<file path="src/rtl/discharge_pkg.sv">
// Shared constants for the discharge parameter bank: slot indices, waveform codes,
// default reset/clamp tables and the commit FSM state type.
package discharge_pkg;

  localparam int NUM_PARAMS_DEF  = 4;
  localparam int DATA_W_DEF      = 16;
  localparam int SEL_W_DEF       = 3;
  localparam int NUM_RUN_SRC_DEF = 2;

  localparam int IDX_TON      = 0;
  localparam int IDX_TOFF     = 1;
  localparam int IDX_IP       = 2;
  localparam int IDX_WAVEFORM = 3;

  localparam logic [15:0] WF_RES       = 16'h8000;
  localparam logic [15:0] WF_BUCK_RECT = 16'h0001;
  localparam logic [15:0] WF_BUCK_TRI  = 16'h0002;

  // Key source runs out of reset, SPI source stopped.
  localparam logic [1:0]  RUN_RESET_MASK_DEF = 2'b10;

  // Packed tables, slot 0 in the LSBs: {waveform, Ip, Toff, Ton}.
  localparam logic [63:0] PARAM_RESET_DEF = {WF_BUCK_RECT, 16'd20, 16'd50, 16'd10};
  localparam logic [63:0] PARAM_MIN_DEF   = {16'h0000, 16'd0, 16'd1, 16'd1};
  localparam logic [63:0] PARAM_MAX_DEF   = {16'h8002, 16'd78, 16'd1000, 16'd500};

  typedef enum logic {
    ST_FREE   = 1'b0,
    ST_LOCKED = 1'b1
  } commit_state_e;

endpackage

</file>
<file path="src/rtl/discharge_param_bank_if.sv">
// Control/status bundle between the host-side run/parameter logic and the parameter bank.
interface discharge_param_bank_if #(
  parameter int NUM_PARAMS  = 4,
  parameter int DATA_W      = 16,
  parameter int SEL_W       = 3,
  parameter int NUM_RUN_SRC = 2
);
  logic [NUM_RUN_SRC-1:0]       run_start_ack;
  logic [NUM_RUN_SRC-1:0]       run_stop_ack;
  logic                         fault_stop;
  logic                         param_wr_ack;
  logic [SEL_W-1:0]             param_wr_sel;
  logic [DATA_W-1:0]            param_wr_data_async;
  logic                         cycle_boundary;
  logic                         err_clr;
  logic                         is_machine;
  logic [NUM_RUN_SRC-1:0]       run_state;
  logic [NUM_PARAMS*DATA_W-1:0] params_active;
  logic [NUM_PARAMS-1:0]        param_pending;
  logic                         commit_pulse;
  logic                         range_err;
  logic                         sel_err;

  modport master (
    output run_start_ack, run_stop_ack, fault_stop, param_wr_ack, param_wr_sel,
           param_wr_data_async, cycle_boundary, err_clr,
    input  is_machine, run_state, params_active, param_pending, commit_pulse,
           range_err, sel_err
  );

  modport slave (
    input  run_start_ack, run_stop_ack, fault_stop, param_wr_ack, param_wr_sel,
           param_wr_data_async, cycle_boundary, err_clr,
    output is_machine, run_state, params_active, param_pending, commit_pulse,
           range_err, sel_err
  );
endinterface

</file>
<file path="src/rtl/discharge_param_bank_slot.sv">
// One double-buffered parameter slot: clamped shadow register, committed active
// register and a pending flag marking shadow != active-to-be.
module param_slot #(
  parameter int                DATA_W  = 16,
  parameter logic [DATA_W-1:0] RST_VAL = '0,
  parameter logic [DATA_W-1:0] MIN_VAL = '0,
  parameter logic [DATA_W-1:0] MAX_VAL = '1
) (
  input  logic              clk,
  input  logic              rst_n,
  input  logic              wr_en,
  input  logic              commit_en,
  input  logic [DATA_W-1:0] data,
  output logic [DATA_W-1:0] active,
  output logic              pending,
  output logic              clipped
);

  logic [DATA_W-1:0] shadow;
  logic [DATA_W-1:0] clamped;
  logic [DATA_W:0]   lo_diff;
  logic [DATA_W:0]   hi_diff;

  // Borrow-out of a widened subtract gives the unsigned compare without
  // tripping constant-compare lint when a bound is zero or all-ones.
  assign lo_diff = {1'b0, data} - {1'b0, MIN_VAL};
  assign hi_diff = {1'b0, MAX_VAL} - {1'b0, data};

  always_comb begin
    clamped = data;
    clipped = 1'b0;
    if (lo_diff[DATA_W]) begin
      clamped = MIN_VAL;
      clipped = wr_en;
    end else if (hi_diff[DATA_W]) begin
      clamped = MAX_VAL;
      clipped = wr_en;
    end
  end

  // Commit copies the pre-write shadow; a same-cycle write re-arms pending.
  always_ff @(posedge clk or negedge rst_n) begin
    if (!rst_n) begin
      shadow  <= RST_VAL;
      active  <= RST_VAL;
      pending <= 1'b0;
    end else begin
      if (commit_en && pending) active <= shadow;
      if (wr_en) shadow <= clamped;
      if (wr_en)          pending <= 1'b1;
      else if (commit_en) pending <= 1'b0;
    end
  end

endmodule

</file>
<file path="src/rtl/discharge_param_bank.sv">
// Run gating plus indexed, clamped, double-buffered parameter staging in front of
// mos_control; staged values only reach the pulse generator at cycle boundaries while machining.
module discharge_param_bank
  import discharge_pkg::*;
#(
  parameter int                             NUM_PARAMS     = NUM_PARAMS_DEF,
  parameter int                             DATA_W         = DATA_W_DEF,
  parameter int                             SEL_W          = SEL_W_DEF,
  parameter int                             NUM_RUN_SRC    = NUM_RUN_SRC_DEF,
  parameter logic [NUM_RUN_SRC-1:0]         RUN_RESET_MASK = RUN_RESET_MASK_DEF,
  parameter logic [NUM_PARAMS*DATA_W-1:0]   PARAM_RESET    = PARAM_RESET_DEF,
  parameter logic [NUM_PARAMS*DATA_W-1:0]   PARAM_MIN      = PARAM_MIN_DEF,
  parameter logic [NUM_PARAMS*DATA_W-1:0]   PARAM_MAX      = PARAM_MAX_DEF
) (
  input  logic                   clk,
  input  logic                   rst_n,
  discharge_param_bank_if.slave  bus
);

  logic [NUM_RUN_SRC-1:0]             run_q, run_nxt;
  commit_state_e                      state_q, state_nxt;
  logic                               commit;
  logic                               commit_q, range_q, sel_q;
  logic                               wr_ok, sel_bad, range_hit;
  logic [NUM_PARAMS-1:0]              wr_en, pending, clipped;
  logic [NUM_PARAMS-1:0][DATA_W-1:0]  active;

  // Per-source priority: fault clears, start sets, stop clears, else hold.
  always_comb begin
    run_nxt = run_q;
    for (int i = 0; i < NUM_RUN_SRC; i++) begin
      if (bus.fault_stop)               run_nxt[i] = 1'b0;
      else if (bus.run_start_ack[i])    run_nxt[i] = 1'b1;
      else if (bus.run_stop_ack[i])     run_nxt[i] = 1'b0;
    end
  end

  always_ff @(posedge clk or negedge rst_n) begin
    if (!rst_n) run_q <= RUN_RESET_MASK;
    else        run_q <= run_nxt;
  end

  // FSM state tracks the registered AND of the run bits, so it always equals is_machine.
  always_ff @(posedge clk or negedge rst_n) begin
    if (!rst_n) state_q <= (&RUN_RESET_MASK) ? ST_LOCKED : ST_FREE;
    else        state_q <= state_nxt;
  end

  always_comb begin
    state_nxt = (&run_nxt) ? ST_LOCKED : ST_FREE;
    commit    = 1'b0;
    case (state_q)
      ST_FREE:   commit = |pending;
      ST_LOCKED: commit = bus.cycle_boundary && (|pending);
    endcase
  end

  // Write data is held stable by the host on the strobe cycle, so it is sampled directly.
  assign wr_ok   = bus.param_wr_ack && (32'(bus.param_wr_sel) < 32'(NUM_PARAMS));
  assign sel_bad = bus.param_wr_ack && !(32'(bus.param_wr_sel) < 32'(NUM_PARAMS));

  for (genvar g = 0; g < NUM_PARAMS; g++) begin : g_slot
    assign wr_en[g] = wr_ok && (bus.param_wr_sel == SEL_W'(g));

    param_slot #(
      .DATA_W  (DATA_W),
      .RST_VAL (PARAM_RESET[g*DATA_W +: DATA_W]),
      .MIN_VAL (PARAM_MIN[g*DATA_W +: DATA_W]),
      .MAX_VAL (PARAM_MAX[g*DATA_W +: DATA_W])
    ) u_slot (
      .clk       (clk),
      .rst_n     (rst_n),
      .wr_en     (wr_en[g]),
      .commit_en (commit),
      .data      (bus.param_wr_data_async),
      .active    (active[g]),
      .pending   (pending[g]),
      .clipped   (clipped[g])
    );
  end

  assign range_hit = |clipped;

  // Sticky flags: a new error wins over a same-cycle clear.
  always_ff @(posedge clk or negedge rst_n) begin
    if (!rst_n) begin
      commit_q <= 1'b0;
      range_q  <= 1'b0;
      sel_q    <= 1'b0;
    end else begin
      commit_q <= commit;
      if (range_hit)        range_q <= 1'b1;
      else if (bus.err_clr) range_q <= 1'b0;
      if (sel_bad)          sel_q   <= 1'b1;
      else if (bus.err_clr) sel_q   <= 1'b0;
    end
  end

  assign bus.run_state     = run_q;
  assign bus.is_machine    = &run_q;
  assign bus.params_active = active;
  assign bus.param_pending = pending;
  assign bus.commit_pulse  = commit_q;
  assign bus.range_err     = range_q;
  assign bus.sel_err       = sel_q;

endmodule
</file>
<file path="src/flat_wrapper.sv">
// flat-port wrapper written by rule: the top's interface ports become plain ports
module discharge_param_bank_flat import discharge_pkg::*;
#(
  parameter int                             NUM_PARAMS     = NUM_PARAMS_DEF,
  parameter int                             DATA_W         = DATA_W_DEF,
  parameter int                             SEL_W          = SEL_W_DEF,
  parameter int                             NUM_RUN_SRC    = NUM_RUN_SRC_DEF,
  parameter logic [NUM_RUN_SRC-1:0]         RUN_RESET_MASK = RUN_RESET_MASK_DEF,
  parameter logic [NUM_PARAMS*DATA_W-1:0]   PARAM_RESET    = PARAM_RESET_DEF,
  parameter logic [NUM_PARAMS*DATA_W-1:0]   PARAM_MIN      = PARAM_MIN_DEF,
  parameter logic [NUM_PARAMS*DATA_W-1:0]   PARAM_MAX      = PARAM_MAX_DEF
)
  (clk, rst_n, bus_run_start_ack, bus_run_stop_ack, bus_fault_stop, bus_param_wr_ack, bus_param_wr_sel, bus_param_wr_data_async, bus_cycle_boundary, bus_err_clr, bus_is_machine, bus_run_state, bus_params_active, bus_param_pending, bus_commit_pulse, bus_range_err, bus_sel_err);
  discharge_param_bank_if #(.NUM_PARAMS(NUM_PARAMS), .DATA_W(DATA_W), .SEL_W(SEL_W), .NUM_RUN_SRC(NUM_RUN_SRC)) bus_i ();
  input  logic clk;
  input  logic rst_n;
  input wire logic [$bits(bus_i.run_start_ack)-1:0] bus_run_start_ack;
  input wire logic [$bits(bus_i.run_stop_ack)-1:0] bus_run_stop_ack;
  input wire logic [$bits(bus_i.fault_stop)-1:0] bus_fault_stop;
  input wire logic [$bits(bus_i.param_wr_ack)-1:0] bus_param_wr_ack;
  input wire logic [$bits(bus_i.param_wr_sel)-1:0] bus_param_wr_sel;
  input wire logic [$bits(bus_i.param_wr_data_async)-1:0] bus_param_wr_data_async;
  input wire logic [$bits(bus_i.cycle_boundary)-1:0] bus_cycle_boundary;
  input wire logic [$bits(bus_i.err_clr)-1:0] bus_err_clr;
  output wire logic [$bits(bus_i.is_machine)-1:0] bus_is_machine;
  output wire logic [$bits(bus_i.run_state)-1:0] bus_run_state;
  output wire logic [$bits(bus_i.params_active)-1:0] bus_params_active;
  output wire logic [$bits(bus_i.param_pending)-1:0] bus_param_pending;
  output wire logic [$bits(bus_i.commit_pulse)-1:0] bus_commit_pulse;
  output wire logic [$bits(bus_i.range_err)-1:0] bus_range_err;
  output wire logic [$bits(bus_i.sel_err)-1:0] bus_sel_err;
  assign bus_i.run_start_ack = bus_run_start_ack;
  assign bus_i.run_stop_ack = bus_run_stop_ack;
  assign bus_i.fault_stop = bus_fault_stop;
  assign bus_i.param_wr_ack = bus_param_wr_ack;
  assign bus_i.param_wr_sel = bus_param_wr_sel;
  assign bus_i.param_wr_data_async = bus_param_wr_data_async;
  assign bus_i.cycle_boundary = bus_cycle_boundary;
  assign bus_i.err_clr = bus_err_clr;
  assign bus_is_machine = bus_i.is_machine;
  assign bus_run_state = bus_i.run_state;
  assign bus_params_active = bus_i.params_active;
  assign bus_param_pending = bus_i.param_pending;
  assign bus_commit_pulse = bus_i.commit_pulse;
  assign bus_range_err = bus_i.range_err;
  assign bus_sel_err = bus_i.sel_err;
  discharge_param_bank #(.NUM_PARAMS(NUM_PARAMS), .DATA_W(DATA_W), .SEL_W(SEL_W), .NUM_RUN_SRC(NUM_RUN_SRC), .RUN_RESET_MASK(RUN_RESET_MASK), .PARAM_RESET(PARAM_RESET), .PARAM_MIN(PARAM_MIN), .PARAM_MAX(PARAM_MAX)) u_core (.clk(clk), .rst_n(rst_n), .bus(bus_i));
endmodule
</file>
<file path="config.mk">
export PLATFORM = sky130hd
export DESIGN_NAME = discharge_param_bank_flat
export DESIGN_NICKNAME = d
export VERILOG_FILES = /design/src/rtl/discharge_pkg.sv /design/src/rtl/discharge_param_bank_if.sv /design/src/rtl/discharge_param_bank_slot.sv /design/src/rtl/discharge_param_bank.sv /design/src/flat_wrapper.sv
export SDC_FILE = /design/constraint.sdc
export NUM_CORES = 1
export LEC_CHECK = 0
export CAP_MARGIN = 20
export CORE_AREA = 2 2 90 135
export CTS_CLUSTER_SIZE = 14
export DETAILED_ROUTE_END_ITERATION = 10
export DIE_AREA = 0 0 92 137
export PLACE_DENSITY = 0.75
export SYNTH_ARGS = -nofsm -noshare
export SYNTH_HDL_FRONTEND = slang
export SYNTH_HIERARCHICAL = 1
export SYNTH_SLANG_ARGS = --single-unit
export TNS_END_PERCENT = 5
</file>
<file path="constraint.sdc">
create_clock -name clk -period 4.4 [get_ports clk]
set_input_delay 0.44 -clock clk [delete_from_list [all_inputs] [get_ports clk]]
set_output_delay 0.44 -clock clk [all_outputs]
set_load 0.1 [all_outputs]
</file>
; ---- Yosys cells after proc, flatten, opt, wreduce, memory -nomap -nowiden
; Index checks and enable logic that the tools add are counted.
[word_totals]
regBits = 138
inputBits = 29
output_inout_bits = 74
elab_cells = 78
[classes]
n_addsub = 5
order_cmp = 1
eq_ne = 3
muxes = 28
bitwise_logic = 1
reduce_logical = 23
[ops]
columns = cell, count
row1 = $mux 16, 6
row2 = $mux 1, 21
row3 = $sub 10x16->17 const A, 1
row4 = $sub 16x1->17 const B, 1
row5 = $sub 16x16->17 const A, 1
row6 = $sub 7x16->17 const A, 1
row7 = $sub 9x16->17 const A, 1
row8 = $reduce_bool 2->1, 6
row9 = $logic_and 1x1->1, 11
row10 = $reduce_or 4->1, 2
row11 = $eq 3x2->1 const B, 2
row12 = $reduce_and 2->1, 2
row13 = $eq 3x1->1 const B, 1
row14 = $logic_not 3->1, 1
row15 = $lt 3x3->1 const B, 1
row16 = $pmux 1 s2, 1
row17 = $logic_not 1->1, 1
row18 = $not 1->1, 1

; ---- Depth between registers and ports, before layout
[logic_depth]
depth_word = 7
depth_mapped = 7
ltp_nobuf = 6

; ---- Cells and area by module
; Netlist, hierarchy kept.
[by_module_without_submodules]
columns = module, n_inst, cells_per_inst, area_each_um2, seq_area_each_um2
row1 = param_slot at u_core.g_slot[3].u_slot, 1, 95, 1403.8, 828.3
row2 = param_slot at u_core.g_slot[0].u_slot, 1, 94, 1320.0, 830.8
row3 = param_slot at u_core.g_slot[1].u_slot, 1, 99, 1281.2, 833.3
row4 = param_slot at u_core.g_slot[2].u_slot, 1, 89, 1262.5, 830.8
row5 = discharge_param_bank, 1, 27, 304.0, 151.4

; ---- Worst setup path before layout
; No wires, ideal clock.
[synth_path]
path_kind = register to register
startpoint = register u_core.g_slot[1].u_slot.pending
endpoint = register u_core.g_slot[2].u_slot.active[0]
setup_ns = 0.126
t_arrival_ns = 2.350
t_required_ns = 4.274
slack_ns = 1.924
stages_incl_launch_ff = 6
path_buffers = 1
period_less_slack_ns = 2.476
path_cell_list = dfrtp_1 -> nor4_1 -> a21oi_1 -> nand2_1 -> clkbuf_1 -> mux2_2
[synth_between]
elab_chain_len = 4
[synth_rtl]
columns = element, line
row1 = from (decl), discharge_param_bank_slot.sv:15  ; output logic pending,
row2 = from (signal assigned), discharge_param_bank_slot.sv:46  ; pending <= 1'b0;
row3 = from (signal assigned), discharge_param_bank_slot.sv:50  ; if (wr_en) pending <= 1'b1;
row4 = from (signal assigned), discharge_param_bank_slot.sv:51  ; else if (commit_en) pending <= 1'b0;
row5 = $reduce_or 4->1 *, "discharge_param_bank.sv:53, discharge_param_bank.sv:54"
row6 = $logic_and 1x1->1, discharge_param_bank.sv:54  ; ST_LOCKED: commit = bus.cycle_boundary && (|pending);
row7 = $pmux 1 s2 *, discharge_param_bank.sv:52  ; case (state_q)
row8 = net u_core.commit, discharge_param_bank.sv:22  ; logic commit;
row9 = $logic_and 1x1->1 *, discharge_param_bank_slot.sv:48  ; if (commit_en && pending) active <= shadow;
row10 = to (signal assigned), discharge_param_bank_slot.sv:48
row11 = to (decl), discharge_param_bank_slot.sv:14  ; output logic [DATA_W-1:0] active,
; Mark *: on every way through the listed nets, which the timed path passes. The rest lies on a longest branch.
; A chain may end at the register's enable or synchronous reset.

; ---- Worst setup path after layout
[layout_path]
startpoint = register u_core.run_q[1] (netlist: u_core/bus.run_state[1])
endpoint = output bus_is_machine
[layout_between]
elab_chain_len = 1
[layout_rtl]
columns = element, line
row1 = from (decl), discharge_param_bank.sv:20  ; logic [NUM_RUN_SRC-1:0] run_q, run_nxt;
row2 = from (signal assigned), discharge_param_bank.sv:40  ; else run_q <= run_nxt;
row3 = $reduce_and 2->1, discharge_param_bank.sv:100  ; assign bus.is_machine = &run_q;
row4 = to (decl), flat_wrapper.sv:25  ; output wire logic [$bits(bus_i.is_machine)-1:0] bus_is_machine;
; No other way between the ends.

==> flow_metrics.tcl <==
set metrics [dict create \
    avgSynthCellArea_um2 13.8 \
    place_inst 647 \
    stdcell_count 679 \
    synth_top_area_share_pct 54.3 \
    slowest_delay_ns 1.13 \
    internal_power_uw 2860 \
    post_cts.repair.setup_buffers 0 \
    via_per_inst 5.36 \
    report.final.slew_viol_count 0 \
    worstSkewPairLatency_ns 0.41 \
    cp_slowest_cell "clkdlybuf4s50_1" \
    worstSetupPathType "reg2out" \
    worst_pin_slew_ns 1.02 \
    ys_seq_area_share_pct 62.4 \
    status "complete, no violations" \
    cp-start-kind "register" \
    core_area_mm2 0.0114 \
    grt_max_degree 100 \
    cts_root_buf "clkbuf_16" \
    place_congestion 0.785 \
    drive_gt1_share_pct 27.4 \
    final_nets 545 \
    dieArea_mm2 0.0126 \
    hp-class "in2async" \
    clockBufferDepth 2 \
    rsz0062_at_grt "no" \
    drt-initial-drc-count 232 \
    fmaxAchievable_mhz 379 \
    routed-via-count 3641 \
    peakVddDrop_v 0.000508 \
    yosys_warnings 6 \
    syn_inst 404 \
    routedWlPerCell_um 18.1 \
    syn2layout_area_growth_pct 32.1 \
    post-route-period-util_pct 60.0 \
    htree_levels 4 \
    fin_setup_tns_ns 0 \
    swShare_pct 40.6 \
    fillers 852 \
    hold_viol_final 0 \
    power.switching_uw 1960 \
    grt.total_usage_pct 20.6 \
    ys.flop_type "dfrtp_1" \
    maxCapViolCount 0 \
    cts_tree "done" \
    slew_headroom_pct 31.9 \
    die_w_um 92 \
    die-height_um 137 \
    synth_top_area_cell "dfrtp_1" \
    dp_hpwl_um 8100 \
    row_count 48 \
    boundaryPins 103 \
    cts_made_buffers 17 \
    synth.most_common_cell "dfrtp_1" \
    initial_core_util_pct 48.8 \
    syn_nets 433 \
    ant_nets 0 \
    grt_pass1_vias 3810 \
    cts.sinks 138 \
    multi_input_area_mm2 0.00199 \
    synth-seq-cells 138 \
    cp_max_fo 3 \
    sequentialPowerShare_pct 32.8 \
    hold_buffers 0 \
    power_density_mw_per_mm2 655 \
    synth_edf_count 0 \
    ys_types 60 \
    grt_remaining_overflow 0 \
    setup_viol 0 \
    grt_pass1_wl_um 19900 \
    synth_area_leaders "dfrtp_1 (54%), mux2_2 (13%), dfstp_2 (8.0%)" \
    diodes 0 \
    antenna_found_initial 0 \
    port_buffers 102 \
    drc 0 \
    async_flop_share_pct 100 \
    leakagePower_uw 0.00318 \
    cp.required_ns 3.96 \
    ys_top_cells_by_count "dfrtp_1 (121), mux2_2 (62), nor2_1 (27)" \
    clock_power_share_pct 30.5 \
    wl_um 12300 \
    dr.pass1.iters 4 \
    cts-resized-gates 0 \
    arrival_ns 2.20 \
    netlist_area_mm2 0.00557 \
    crit_path_cell_trace "and2_2 -> clkdlybuf4s50_1" \
    seqCellArea_mm2 0.00347 \
    skew_ns 0.00738 \
    combPwrFrac_pct 36.6 \
    end_kind "output port" \
    fin_crit_ns 2.64 \
    clk_pin_slew_worst_paths_ns 0.06 \
]
[power by group through the flow]
| stage | logic, µW | registers, µW | clock network [µW] |
|---|---|---|---|
| after global placement | 1750 | 1590 | 0 |
| after global routing | 1820 | 1600 | 1560 |
| after CTS | 1780 | 1580 | 1500 |
| after floorplan | 252 | 2650 | 0 |
| final | 1770 | 1580 | 1470 |
| after detailed placement | 1770 | 1600 | 0 |
[worst paths after layout]
| kind | from | to | slack, ns | cells after the start |
|---|---|---|---|---|
| max in group asynchronous | rst_n | u_core/g_slot[1].u_slot/shadow[5]$_DFFE_PN1P_ | 3.18 | 2 |
| min reg2reg | u_core/g_slot[2].u_slot/shadow[4]$_DFFE_PN1P_ | u_core/g_slot[2].u_slot/shadow[4]$_DFFE_PN1P_ | 0.48 | 1 |
| max reg2reg | u_core/g_slot[0].u_slot/pending$_DFFE_PN0P_ | u_core/g_slot[3].u_slot/active[3]$_DFFE_PN0P_ | 2.11 | 4 |
| min | rst_n | u_core/g_slot[3].u_slot/active[12]$_DFFE_PN0P_ | 0.10 | 1 |
| max | u_core/bus.run_state[1]$_DFF_PN1_ | bus_is_machine | 1.76 | 2 |
| min in group clk | u_core/g_slot[2].u_slot/shadow[4]$_DFFE_PN1P_ | u_core/g_slot[2].u_slot/shadow[4]$_DFFE_PN1P_ | 0.48 | 1 |
[cell usage in the layout (no fill, tap or decap), types with 8 or more instances in the layout]
master	Yosys	routed
clkdlybuf4s50_1	0	101
dfrtp_1	121	121
nor2b_1	25	25
clkbuf_16	0	17
inv_1	13	13
nor2_1	27	27
mux2_2	62	62
a21oi_1	8	8
o21ai_0	8	8
nand2_1	9	9
mux2i_1	14	14
nor2_2	8	8
dfstp_2	17	17
[stage by stage]
step / setup WS, ns / hold slack [ns] / util, % / instance area (µm²) / total power [µW]
floorplan: 1.92 / 0.144 / - / 5570 / 2900
global placement: 1.72 / 0.468 / 59.1 / 6750 / 3350
detailed placement: 1.68 / 0.468 / 59.1 / 6750 / 3370
CTS: 1.74 / 0.151 / 64.5 / 7360 / 4860
global route: 1.71 / 0.191 / 64.5 / 7360 / 4980
finish: 1.76 / 0.102 / 64.5 / 7360 / 4820
[routing by layer]
metal	track usage [%]	vias to the layer above	share of wire (%)
li1	-	1668	-
met1	23.6	1858	39
met2	37.0	101	55
met3	4.68	14	3.6
met4	8.87	0	1.6
met5	0	-	0
[flip-flops by register name (all words and copies together) (netlist names)]
signal and count:
u_core/bus.commit_pulse 1, u_core/bus.run_state 2, u_core/g_slot.u_slot/shadow 64, u_core/g_slot.u_slot/pending 4, u_core/bus.sel_err 1, u_core/bus.range_err 1, u_core/state_q 1, u_core/g_slot.u_slot/active 64
[final cells by class]
cell class | instances | share of cell area [%]
Clock buffer | 23 | 6.36
Clock inverter | 9 | 2.01
Inverter | 14 | 0.714
Multi-Input combinational cell | 240 | 27.0
Sequential cell | 138 | 47.2
Tap cell | 150 | 2.55
Timing Repair Buffer | 105 | 14.2
[cell families (layout without fill, tap and decap cells)]
family	after synthesis	in the layout	share of synthesized area [%]
AOI/OAI and AO/OA	51	51	7.12
and+or+nand+nor	113	113	13.3
buffers and inverters	26	151	2.13
DFF	138	138	62.4
muxes	76	76	15.0
[worst max-delay path: cells and delay by family, from the launching register on]
family | cells | cell delay [ns]
DFF | 1 | 0.53
buffers and inverters | 1 | 1.13
and+or+nand+nor | 1 | 0.13
Note: power is estimated with default switching activity, not from simulation.
